**src/rtl/rf_seq_pkg.sv**
```systemverilog
// Shared types and defaults for the register-file ALU sequencer.
// Holds the opcode and FSM state encodings and the default datapath sizes.
package rf_seq_pkg;

    localparam int DEF_DATA_W = 64;
    localparam int DEF_ADDR_W = 5;

    typedef enum logic [2:0] {
        OP_ADD = 3'd0,
        OP_SUB = 3'd1,
        OP_AND = 3'd2,
        OP_OR  = 3'd3,
        OP_XOR = 3'd4,
        OP_MOV = 3'd5,
        OP_SLL = 3'd6,
        OP_NOP = 3'd7
    } op_e;

    typedef enum logic [1:0] {
        ST_IDLE  = 2'd0,
        ST_READ  = 2'd1,
        ST_CAPT  = 2'd2,
        ST_WRITE = 2'd3
    } state_e;

    // NOP is the only opcode that retires without touching the register file.
    function automatic logic op_writes(input op_e op);
        return op != OP_NOP;
    endfunction

endpackage

```
**src/rtl/rf_alu_sequencer_if.sv**
```systemverilog
// Command-side bundle of the sequencer: instruction handshake plus retire/result.
// Handshake: a command transfers on a rising edge where cmd_valid && cmd_ready; the source holds all cmd_* fields stable while cmd_valid is high and not yet accepted.
interface rf_alu_sequencer_if #(
    parameter int DATA_W = 64,
    parameter int ADDR_W = 5
);
    logic              cmd_valid;
    logic              cmd_ready;
    logic [2:0]        cmd_op;
    logic [ADDR_W-1:0] cmd_rd;
    logic [ADDR_W-1:0] cmd_rs1;
    logic [ADDR_W-1:0] cmd_rs2;
    logic              done;
    logic [DATA_W-1:0] result;

    modport master (
        output cmd_valid, cmd_op, cmd_rd, cmd_rs1, cmd_rs2,
        input  cmd_ready, done, result
    );

    modport slave (
        input  cmd_valid, cmd_op, cmd_rd, cmd_rs1, cmd_rs2,
        output cmd_ready, done, result
    );
endinterface

```
**src/rtl/rf_seq_alu.sv**
```systemverilog
// Combinational ALU for the sequencer: y = op(a, b), modulo 2^DATA_W, no flags.
module rf_seq_alu
    import rf_seq_pkg::*;
#(
    parameter int DATA_W = DEF_DATA_W
) (
    input  op_e               i_op,
    input  logic [DATA_W-1:0] i_a,
    input  logic [DATA_W-1:0] i_b,
    output logic [DATA_W-1:0] o_y
);
    localparam int SH_W = $clog2(DATA_W);

    always_comb begin
        o_y = '0;
        case (i_op)
            OP_ADD:  o_y = i_a + i_b;
            OP_SUB:  o_y = i_a - i_b;
            OP_AND:  o_y = i_a & i_b;
            OP_OR:   o_y = i_a | i_b;
            OP_XOR:  o_y = i_a ^ i_b;
            OP_MOV:  o_y = i_a;
            // Only the low bits of b form the shift amount.
            OP_SLL:  o_y = i_a << i_b[SH_W-1:0];
            OP_NOP:  o_y = '0;
            default: o_y = '0;
        endcase
    end
endmodule

```
**src/rtl/rf_alu_sequencer.sv**
```systemverilog
// Register-to-register ALU sequencer: read rs1/rs2 on RF read ports 1/2,
// capture and compute, then write the result to rd through RF write port 1.
module rf_alu_sequencer
    import rf_seq_pkg::*;
#(
    parameter int DATA_W = DEF_DATA_W,
    parameter int ADDR_W = DEF_ADDR_W
) (
    input  logic              clk,
    input  logic              reset,
    rf_alu_sequencer_if.slave cmd_if,
    output logic              r1,
    output logic              r2,
    output logic [ADDR_W-1:0] r1p,
    output logic [ADDR_W-1:0] r2p,
    input  logic [DATA_W-1:0] op1,
    input  logic [DATA_W-1:0] op2,
    output logic              w1,
    output logic [ADDR_W-1:0] w1p,
    output logic [DATA_W-1:0] ip1,
    output state_e            dbg_state
);
    state_e            r_state;
    op_e               r_op;
    logic [ADDR_W-1:0] r_rd;
    logic              r_r1;
    logic              r_r2;
    logic [ADDR_W-1:0] r_r1p;
    logic [ADDR_W-1:0] r_r2p;
    logic              r_w1;
    logic [ADDR_W-1:0] r_w1p;
    logic [DATA_W-1:0] r_ip1;
    logic [DATA_W-1:0] r_result;
    logic              r_done;

    logic              w_accept;
    logic [DATA_W-1:0] w_alu_y;

    rf_seq_alu #(.DATA_W(DATA_W)) u_alu (
        .i_op (r_op),
        .i_a  (op1),
        .i_b  (op2),
        .o_y  (w_alu_y)
    );

    assign cmd_if.cmd_ready = (r_state == ST_IDLE) && !reset;
    assign w_accept         = cmd_if.cmd_valid && cmd_if.cmd_ready;

    always_ff @(posedge clk) begin
        if (reset) begin
            r_state  <= ST_IDLE;
            r_op     <= OP_NOP;
            r_rd     <= '0;
            r_r1     <= 1'b0;
            r_r2     <= 1'b0;
            r_r1p    <= '0;
            r_r2p    <= '0;
            r_w1     <= 1'b0;
            r_w1p    <= '0;
            r_ip1    <= '0;
            r_result <= '0;
            r_done   <= 1'b0;
        end else begin
            r_done <= 1'b0;
            case (r_state)
                ST_IDLE: begin
                    if (w_accept) begin
                        r_op    <= op_e'(cmd_if.cmd_op);
                        r_rd    <= cmd_if.cmd_rd;
                        r_r1    <= 1'b1;
                        r_r2    <= 1'b1;
                        r_r1p   <= cmd_if.cmd_rs1;
                        r_r2p   <= cmd_if.cmd_rs2;
                        r_state <= ST_READ;
                    end
                end
                ST_READ: begin
                    // The register file loads op1/op2 on this edge.
                    r_r1    <= 1'b0;
                    r_r2    <= 1'b0;
                    r_state <= ST_CAPT;
                end
                ST_CAPT: begin
                    r_result <= w_alu_y;
                    r_ip1    <= w_alu_y;
                    r_w1     <= op_writes(r_op);
                    r_w1p    <= r_rd;
                    r_state  <= ST_WRITE;
                end
                ST_WRITE: begin
                    r_w1    <= 1'b0;
                    r_done  <= 1'b1;
                    r_state <= ST_IDLE;
                end
                default: r_state <= ST_IDLE;
            endcase
        end
    end

    assign r1  = r_r1;
    assign r2  = r_r2;
    assign r1p = r_r1p;
    assign r2p = r_r2p;
    // A reset sampled on the WRITE edge must also keep the register file from committing.
    assign w1  = r_w1 && !reset;
    assign w1p = r_w1p;
    assign ip1 = r_ip1;

    assign cmd_if.done   = r_done;
    assign cmd_if.result = r_result;
    assign dbg_state     = r_state;
endmodule

```
**src/flat_wrapper.sv**
```systemverilog
// flat-port wrapper written by rule: the top's interface ports become plain ports
module rf_alu_sequencer_flat import rf_seq_pkg::*;
#(
    parameter int DATA_W = DEF_DATA_W,
    parameter int ADDR_W = DEF_ADDR_W
)
  (clk, reset, r1, r2, r1p, r2p, op1, op2, w1, w1p, ip1, dbg_state, cmd_if_cmd_valid, cmd_if_cmd_op, cmd_if_cmd_rd, cmd_if_cmd_rs1, cmd_if_cmd_rs2, cmd_if_cmd_ready, cmd_if_done, cmd_if_result);
  rf_alu_sequencer_if #(.DATA_W(DATA_W), .ADDR_W(ADDR_W)) cmd_if_i ();
  input  logic clk;
  input  logic reset;
  output logic r1;
  output logic r2;
  output logic [ADDR_W-1:0] r1p;
  output logic [ADDR_W-1:0] r2p;
  input  logic [DATA_W-1:0] op1;
  input  logic [DATA_W-1:0] op2;
  output logic w1;
  output logic [ADDR_W-1:0] w1p;
  output logic [DATA_W-1:0] ip1;
  output state_e dbg_state;
  input wire logic [$bits(cmd_if_i.cmd_valid)-1:0] cmd_if_cmd_valid;
  input wire logic [$bits(cmd_if_i.cmd_op)-1:0] cmd_if_cmd_op;
  input wire logic [$bits(cmd_if_i.cmd_rd)-1:0] cmd_if_cmd_rd;
  input wire logic [$bits(cmd_if_i.cmd_rs1)-1:0] cmd_if_cmd_rs1;
  input wire logic [$bits(cmd_if_i.cmd_rs2)-1:0] cmd_if_cmd_rs2;
  output wire logic [$bits(cmd_if_i.cmd_ready)-1:0] cmd_if_cmd_ready;
  output wire logic [$bits(cmd_if_i.done)-1:0] cmd_if_done;
  output wire logic [$bits(cmd_if_i.result)-1:0] cmd_if_result;
  assign cmd_if_i.cmd_valid = cmd_if_cmd_valid;
  assign cmd_if_i.cmd_op = cmd_if_cmd_op;
  assign cmd_if_i.cmd_rd = cmd_if_cmd_rd;
  assign cmd_if_i.cmd_rs1 = cmd_if_cmd_rs1;
  assign cmd_if_i.cmd_rs2 = cmd_if_cmd_rs2;
  assign cmd_if_cmd_ready = cmd_if_i.cmd_ready;
  assign cmd_if_done = cmd_if_i.done;
  assign cmd_if_result = cmd_if_i.result;
  rf_alu_sequencer #(.DATA_W(DATA_W), .ADDR_W(ADDR_W)) u_core (.clk(clk), .reset(reset), .cmd_if(cmd_if_i), .r1(r1), .r2(r2), .r1p(r1p), .r2p(r2p), .op1(op1), .op2(op2), .w1(w1), .w1p(w1p), .ip1(ip1), .dbg_state(dbg_state));
endmodule
```
**config.mk**
```make
export PLATFORM = sky130hd
export DESIGN_NAME = rf_alu_sequencer_flat
export DESIGN_NICKNAME = d
export VERILOG_FILES = /design/src/rtl/rf_seq_pkg.sv /design/src/rtl/rf_alu_sequencer_if.sv /design/src/rtl/rf_seq_alu.sv /design/src/rtl/rf_alu_sequencer.sv /design/src/flat_wrapper.sv
export SDC_FILE = /design/constraint.sdc
export NUM_CORES = 1
export LEC_CHECK = 0
export BUFFER_PORTS_ARGS = -buffer_cell sky130_fd_sc_hd__buf_2
export CAP_MARGIN = 40
export CORE_AREA = 2 2 217 219
export DETAILED_ROUTE_END_ITERATION = 8
export DIE_AREA = 0 0 219 221
export GPL_TIMING_DRIVEN = 1
export MAX_ROUTING_LAYER = met4
export PLACE_DENSITY_LB_ADDON = 0.08
export RECOVER_POWER = 100
export SYNTH_ARGS = -nofsm -noshare
export SYNTH_HDL_FRONTEND = slang
export SYNTH_SLANG_ARGS = --single-unit
```
**constraint.sdc**
```tcl
create_clock -name clk -period 13.46 [get_ports clk]
set_input_delay 2.019 -clock clk [delete_from_list [all_inputs] [get_ports clk]]
set_output_delay 2.019 -clock clk [all_outputs]
set_load 0.02 [all_outputs]
```
* After elaboration in Yosys (flattened, before gate mapping)
Index checks and enable logic that the tools add are counted.
** Operators by class
- Shift-type cells :: 1
- Eq/ne operators :: 12
- Multiply operators :: 0
- $add $sub $neg :: 2
- Bitwise logic cells :: 3
- Mux-type cells :: 7
- Divide/modulo/power cells :: 0
- $lt $le $gt $ge :: 0
- Reduce and logical (&&, ||, !) cells :: 10
** Operators by type and width (number)
- case mux 64 bit (8 select lines) :: 1
- adder 64 bit :: 1
- AND 64 bit :: 1
- OR 64 bit :: 1
- << shifter 64 x 6 -> 64 bit :: 1
- subtractor 64 bit :: 1
- bitwise XOR 64 bit :: 1
- == test 3 bit (second input constant) :: 4
- case mux 2 bit (4 select lines) :: 1
- == test 3 x 2 -> 1 bit (second input constant) :: 2
- == test 2 bit (second input constant) :: 2
- case mux 1 bit (2 select lines) :: 2
- AND reduction 2 bit :: 2
- nonzero test 2 bit :: 2
- == test 3 x 1 -> 1 bit (second input constant) :: 1
- logical AND 1 bit :: 3
- zero test 3 bit :: 1
- != test 3 bit (second input constant) :: 1
- == test 2 x 1 -> 1 bit (second input constant) :: 1
- zero test 2 bit :: 1
- 2-to-1 mux 1 bit :: 2
- 2-to-1 mux 2 bit :: 1
- != test 2 x 1 -> 1 bit (second input constant) :: 1
- zero test 1 bit :: 1
** Storage, ports and cells
- Output and inout port bits :: 150
- RAM bits :: 0
- Memories :: 0
- Logic and storage cells :: 45
- Bits in latches :: 0
- ROM bits :: 0
- Register bits after elaboration :: 92
- Input bits :: 149

* Logic depth before layout (Yosys ltp)
- Word-level depth :: 5
- Depth in mapped cells :: 26
- Depth with buffers taken out :: 21

* Hierarchy
From an unflattened synthesis, not the netlist that was laid out.
** Second synthesis, totals
- Cells, all modules :: 2388
- Area total of the unflattened synthesis :: 17565.6 µm²
** By module, submodules not included
- rf_seq_alu :: sequential area each 0.0 µm², times used 1, cells each 1994, area each 13534.2 µm²
- rf_alu_sequencer :: sequential area each 1841.8 µm², times used 1, cells each 394, area each 4031.4 µm²

* Worst setup path after synthesis
Ideal clock, no wire load.
- Path kind :: input to register
- From :: in op2[0]
- To :: reg u_core.r_ip1[61] (netlist: u_core.ip1[61])
- Slack :: 6701 ps
- Library setup time :: 133 ps
- Path buffers :: 5
- Arrival time :: 6626 ps
- Data required time :: 13327 ps
- Cell stages on the path :: 23
- Cell sequence :: buf_2 buf_4 buf_4 buf_2 inv_1 ha_1 nand3_2 nor3_2 nand4_1 nor4_2 a21oi_1 xnor2_1 ha_1 clkbuf_1 nand4_1 or4_1 a211o_1 a31oi_2 o31ai_2 o31a_1 nor3_2 mux2i_1 a211oi_2
** Between the ends
- Cells in the longest elaborated chain, start to end :: 2
- Elaborated cells on any way between the ends :: 4
- Classes of those cells :: add/sub (2); shift (1); mux (1)
** RTL lines
- from (decl) :: line flat_wrapper.sv:16 : input logic [DATA_W-1:0] op2;
- subtractor 64 bit (tied with other cells) :: line rf_seq_alu.sv:18 : OP_SUB: o_y = i_a - i_b;
- case mux 64 bit (8 select lines) (*) :: line rf_seq_alu.sv:16 : case (i_op)
- to (signal assigned) :: line rf_alu_sequencer.sv:85 : r_ip1 <= w_alu_y;
- to (decl) :: line rf_alu_sequencer.sv:32 : logic [DATA_W-1:0] r_ip1;
Every way passes the cells marked *; elsewhere a longest branch is shown, timed or not.
A chain may end at the register's enable or synchronous reset.

* Worst setup path after layout
- From :: in op2[0]
- To :: reg u_core.r_ip1[63] (netlist: u_core.ip1[63])
Same word-level chain as after synthesis.

==> reports/qor_table.md <==
| Stage | Parameter | This run |
|:---|:---|:---|
| status | Outcome | complete, but fails checks |
| status | Violated checks | max-capacitance violations, max-slew violations |
| sta | Summed negative setup slack over all endpoints | 0 ns |
| routing | Number of routed nets with antenna violations | 0 |
| floorplanning | I/O pin cnt | 299 |
| flow run | Maximum capacitance violations | 2 |
| global routing | Global-route wire length before repair | 111000 um |
| critical path | Critical path's largest stage delay | 1.04 ns |
| sta | Clk_skew | 0.0187 ns |
| critical path | Crit-path slowest cell | sky130_fd_sc_hd__clkbuf_1 |
| critical path | Critical path peak fanout | 40 |
| logic synthesis | Cell variety after synth | 93 |
| pwr | Leakage power total | 8.08 nW |
| routing | Routed via count | 18.0k |
| routing | Number of DRC violations after detailed routing | 0 |
| pwr | Cell Int Power | 0.000967 W |
| global routing | Overall track demand over capacity in global routing | 31.4% |
| sta | Measured slew at the worst slew-check pin | 2.74 ns |
| finish | Area taken by multi-input logic gates | 0.0133 mm^2 |
| global routing | Via count of the first global-routing pass | 16.9k |
| cts | Maximum count of clock buffers along a single path | 2 |
| sta | Final Critical Period | 9.51 ns |
| cts | Post-CTS resize count | 0 |
| cts | Hold-fix buffers at CTS | 0 |
| critical path | Logic depth of the worst path, buffers included | 21 |
| pwr | Power spent charging and discharging nets | 0.00122 W |
| finish | Final #Nets | 2812 |
| cts | Clock root buffer master | sky130_fd_sc_hd__clkbuf_16 |
| cts | Post-CTS setup buffer count | 0 |
| logic synthesis | Average cell area after synthesis | 7.23 um^2 |
| cts | TritonCTS clock tree | yes |
| finish | Number of inserted filler cells in the final layout | 5000 |
| routing | Vias/cell | 5.86 |
| sta | Final max-slew violation count | 100 |
| critical path | Startpoint type of the worst setup path | input port |
| critical path | Critical path capture point | u_core.ip1[63]$_SDFFE_PP0P_ |
| sta | Final hold vios | 0 |
| global routing | Largest net degree at the start of global routing | 109 |
| pwr | Total power density per cell area | 119 mW/mm^2 |
| critical path | Start point of the critical path | op2[0] |
| routing | Initial drt markers | 1808 |
| pwr | Peak supply drop | 0.104 mV |
| pwr | Part of the power in combinational logic | 68.0% |
| logic synthesis | Proportion of synthesized chip area in sequential cells | 10.9% |
| global routing | Sum of overflow across all layers after global routing | 0 |
| sta | Final clock period utilization by the worst path | 70.7% |
| critical path | Worst path buffer plus inverter count | 3 |
| floorplanning | Die X | 219 um |
| logic synthesis | Predominant post-synthesis flop cell | sky130_fd_sc_hd__dfxtp_1 |
| sta | Setup-failing EPs final | 0 |
| cts | H-tree level count | 3 |
| routing | Total wire length after detailed routing | 75500 um |
| critical path | Element type at the critical path end | flip-flop |
| cts | Clock insertion delay at the later pin of the skew report | 0.41 ns |
| place | Half-perimeter wire length of the detailed placement result | 59500 um |
| global routing | Number of antenna violations at the first check in global routing | 1 |
| critical path | Beginning of the worst register-to-register path | u_core.r_op[1]$_SDFFE_PP1P_ |
| place | # port buffers | 298 |
| floorplanning | Number of rows in the core area | 79 |
| floorplanning | Core region area | 0.0461 mm^2 |
| place | Weighted congestion reported at the end of routability-driven placement | 0.969 |
| routing | Wire per inst | 24.5 um |
| sta | Unrepaired setup endpoints after global routing | no |
| critical path | Required time at the worst-slack endpoint | 13.75 ns |
| sta | Tightest slew margin relative to the limit | -82.4% |
| cts | Total clock buffers created by CTS | 9 |
| pwr | Switching power share of the total | 55.7% |
| finish | Storage cell area | 0.00185 mm^2 |
| floorplanning | Die span in y | 221 um |
| critical path | Setup slack on the worst flop-to-flop path | 7.77 ns |
| logic synthesis | Total nets after synthesis | 2685 |
| critical path | Number of cells on the worst reg-to-reg path | 17 |
| critical path | Crit path arrival time | 9.81 ns |
| logic synthesis | Synth async-reset ratio | 0% |
| logic synthesis | #FFs+latches synth | 92 |
| cts | CTS Sinks | 92 |
| critical path | List of cells traversed by the critical path | buf_4 -> clkbuf_1 -> inv_1 -> ha_1 -> nand3_1 -> nor3_1 -> nand4_1 -> nor4_1 -> a31oi_1 -> xnor2_1 -> ha_1 -> nand2_1 -> nor2_1 -> nand2_1 -> a2111oi_0 -> nor2_1 -> a21oi_1 -> a21oi_1 -> nor3_1 -> xnor2_1 -> o41ai_1 |
| finish | Area Growth Syn to Fin | 9.12% |
| logic synthesis | Synthesis warning total | 0 |
| floorplanning | Die ar. | 0.0484 mm^2 |
| logic synthesis | EDFF count, synth | 0 |
| pwr | Register share of total power | 19.0% |
| cts | Clock input transition at the sequential cells of the worst setup and hold paths | 0.08 ns |
| sta | Highest clock rate | 105 MHz |
| critical path | Endpoint of the lowest-slack register-to-register path | u_core.ip1[61]$_SDFFE_PP0P_ |
| min path | Type of the most critical hold path | reg2reg |
| finish | Layout cells sized above 1 | 11.7% |
| routing | First-pass DRT Iterations | 8 |
| pwr | Final total power | 0.00218 W |
| floorplanning | Starting density of the core | 36.7% |
| logic synthesis | Synthesized cell area | 0.0169 mm^2 |
| logic synthesis | Number of instances in the synthesized netlist | 2337 |
| critical path | Critical path type | in2reg |
| pwr | Fraction of power consumed by the clock network | 13.0% |
| critical path | Cell class contributing the biggest share of worst-path delay | simple AND/OR/NAND/NOR gates |
Yosys cell counts, drive strengths merged (10+ instances only):
library cell / number / area [um^2]
a211oi: 31 / 243
a21o: 41 / 308
a21oi: 170 / 858
a221o: 21 / 210
a221oi: 53 / 464
a22oi: 10 / 75.1
a31oi: 23 / 150
and2: 12 / 77.6
buf: 104 / 661
clkbuf: 121 / 458
dfxtp: 92 / 1840
ha: 198 / 2480
inv: 159 / 597
mux2i: 92 / 921
mux4: 50 / 1130
nand2: 306 / 1160
nand2b: 29 / 181
nand3: 34 / 180
nand3b: 15 / 113
nand4: 23 / 144
nor2: 173 / 657
nor2b: 23 / 144
nor3: 75 / 402
nor4: 14 / 109
o211ai: 16 / 120
o21a: 11 / 82.6
o21ai: 188 / 941
o22ai: 12 / 75.1
o31ai: 17 / 133
xnor2: 94 / 831
xor2: 23 / 201
metrics by stage:
step	instance area, um^2	hold slack [ns]	util (%)	worst slack [ns]	cells
after floorplan	16900	0.449	-	6.70	2337
after global placement	18300	0.457	39.8	5.38	3049
after detailed placement	18400	0.464	39.9	5.18	3059
after CTS	18700	0.478	40.6	5.61	3075
after global routing	18400	0.496	40.0	3.06	3077
final	18400	0.478	40.0	3.95	3077
layout make-up:
class	count	share of cell area, %
Timing Repair Buffer	341	8.76
Antenna cell	1	0.0136
Clock buffer	9	1.22
Tap cell	607	4.12
Clock inverter	7	0.380
Multi-Input combinational cell	1859	72.2
Sequential cell	92	10.0
Inverter	161	3.28
state kept, by name, indices dropped and copies added (netlist names):
name and count:
u_core.ip1 64, u_core.r1p 5, u_core.r2p 5, u_core.r_rd 5
u_core.w1p 5, u_core.r_op 3, u_core.dbg_state 2, u_core.cmd_if.done 1
u_core.r1 1, u_core.r_w1 1
per-layer routing:
metal	track usage [%]	share of wire, %	up-vias
met5	-	0	-
met4	6.67	1.8	0
met3	3.40	5.5	64
met2	48.4	45	602
met1	44.2	47	8802
li1	-	-	8578
worst register-to-register path, cell delays in order (launching register included):
cell                        delay, ns
sky130_fd_sc_hd__dfxtp_1         0.31
sky130_fd_sc_hd__buf_4           0.28
sky130_fd_sc_hd__nor2_4          0.24
sky130_fd_sc_hd__and2_1          0.15
sky130_fd_sc_hd__buf_4           0.45
sky130_fd_sc_hd__mux2i_1         0.38
sky130_fd_sc_hd__ha_1            0.29
sky130_fd_sc_hd__nor2b_1         0.15
sky130_fd_sc_hd__o2111ai_1       0.30
sky130_fd_sc_hd__a21oi_1         0.23
sky130_fd_sc_hd__a211oi_1        1.05
sky130_fd_sc_hd__a211o_1         0.29
sky130_fd_sc_hd__a31oi_1         0.15
sky130_fd_sc_hd__o31ai_1         0.58
sky130_fd_sc_hd__o31a_1          0.34
sky130_fd_sc_hd__nor3_1          0.10
sky130_fd_sc_hd__mux2i_1         0.14
sky130_fd_sc_hd__a211oi_2        0.21
cells by family after synthesis:
kind of cell / count (synthesis) / synth area share (%)
AND/OR/NAND/NOR: 734 / 20.1
flip-flops: 92 / 10.9
adder cells (fa/ha/maj): 199 / 14.8
multiplexers: 148 / 12.5
XOR/XNOR: 117 / 6.11
AO/OA/AOI/OAI: 661 / 25.4
buffers and inverters: 386 / 10.2
power groups by stage:
stage	combinational [W]	clock, W	sequential (W)
2_1_floorplan	0.000991	0	0.000473
3_3_place_gp	0.00150	0	0.000413
3_5_place_dp	0.00151	0	0.000416
4_1_cts	0.00151	0.000296	0.000412
5_1_grt	0.00161	0.000303	0.000425
6_report	0.00149	0.000284	0.000414
placed cells by master (no fill, tap or decap), drive strengths merged, types with 34 or more instances in the layout:
| cell type | netlist | routed |
|---|---|---|
| nand3 | 34 | 34 |
| a21oi | 170 | 170 |
| mux2i | 92 | 92 |
| mux4 | 50 | 50 |
| buf | 104 | 187 |
| xnor2 | 94 | 94 |
| ha | 198 | 198 |
| dfxtp | 92 | 92 |
| nor3 | 75 | 75 |
| nand2 | 306 | 306 |
| inv | 159 | 164 |
| o21ai | 188 | 188 |
| a21o | 41 | 41 |
| clkbuf | 121 | 163 |
| a221oi | 53 | 53 |
| nor2 | 173 | 173 |
worst min path at each step:
stage,startpoint,endpoint,slack [ns],cells past startpoint
3_5_place_dp,u_core.r1p[0]$_SDFFE_PP0P_,u_core.r1p[0]$_SDFFE_PP0P_,0.46,2
3_3_place_gp,u_core.r1p[0]$_SDFFE_PP0P_,u_core.r1p[0]$_SDFFE_PP0P_,0.46,2
4_1_cts,u_core.r1p[0]$_SDFFE_PP0P_,u_core.r1p[0]$_SDFFE_PP0P_,0.48,2
6_report,u_core.r1p[0]$_SDFFE_PP0P_,u_core.r1p[0]$_SDFFE_PP0P_,0.48,2
5_1_grt,u_core.r2p[1]$_SDFFE_PP0P_,u_core.r2p[1]$_SDFFE_PP0P_,0.50,2
2_1_floorplan,u_core.r_rd[4]$_SDFFE_PP0P_,u_core.r_rd[4]$_SDFFE_PP0P_,0.45,2
(Power assumes the default switching activity.)
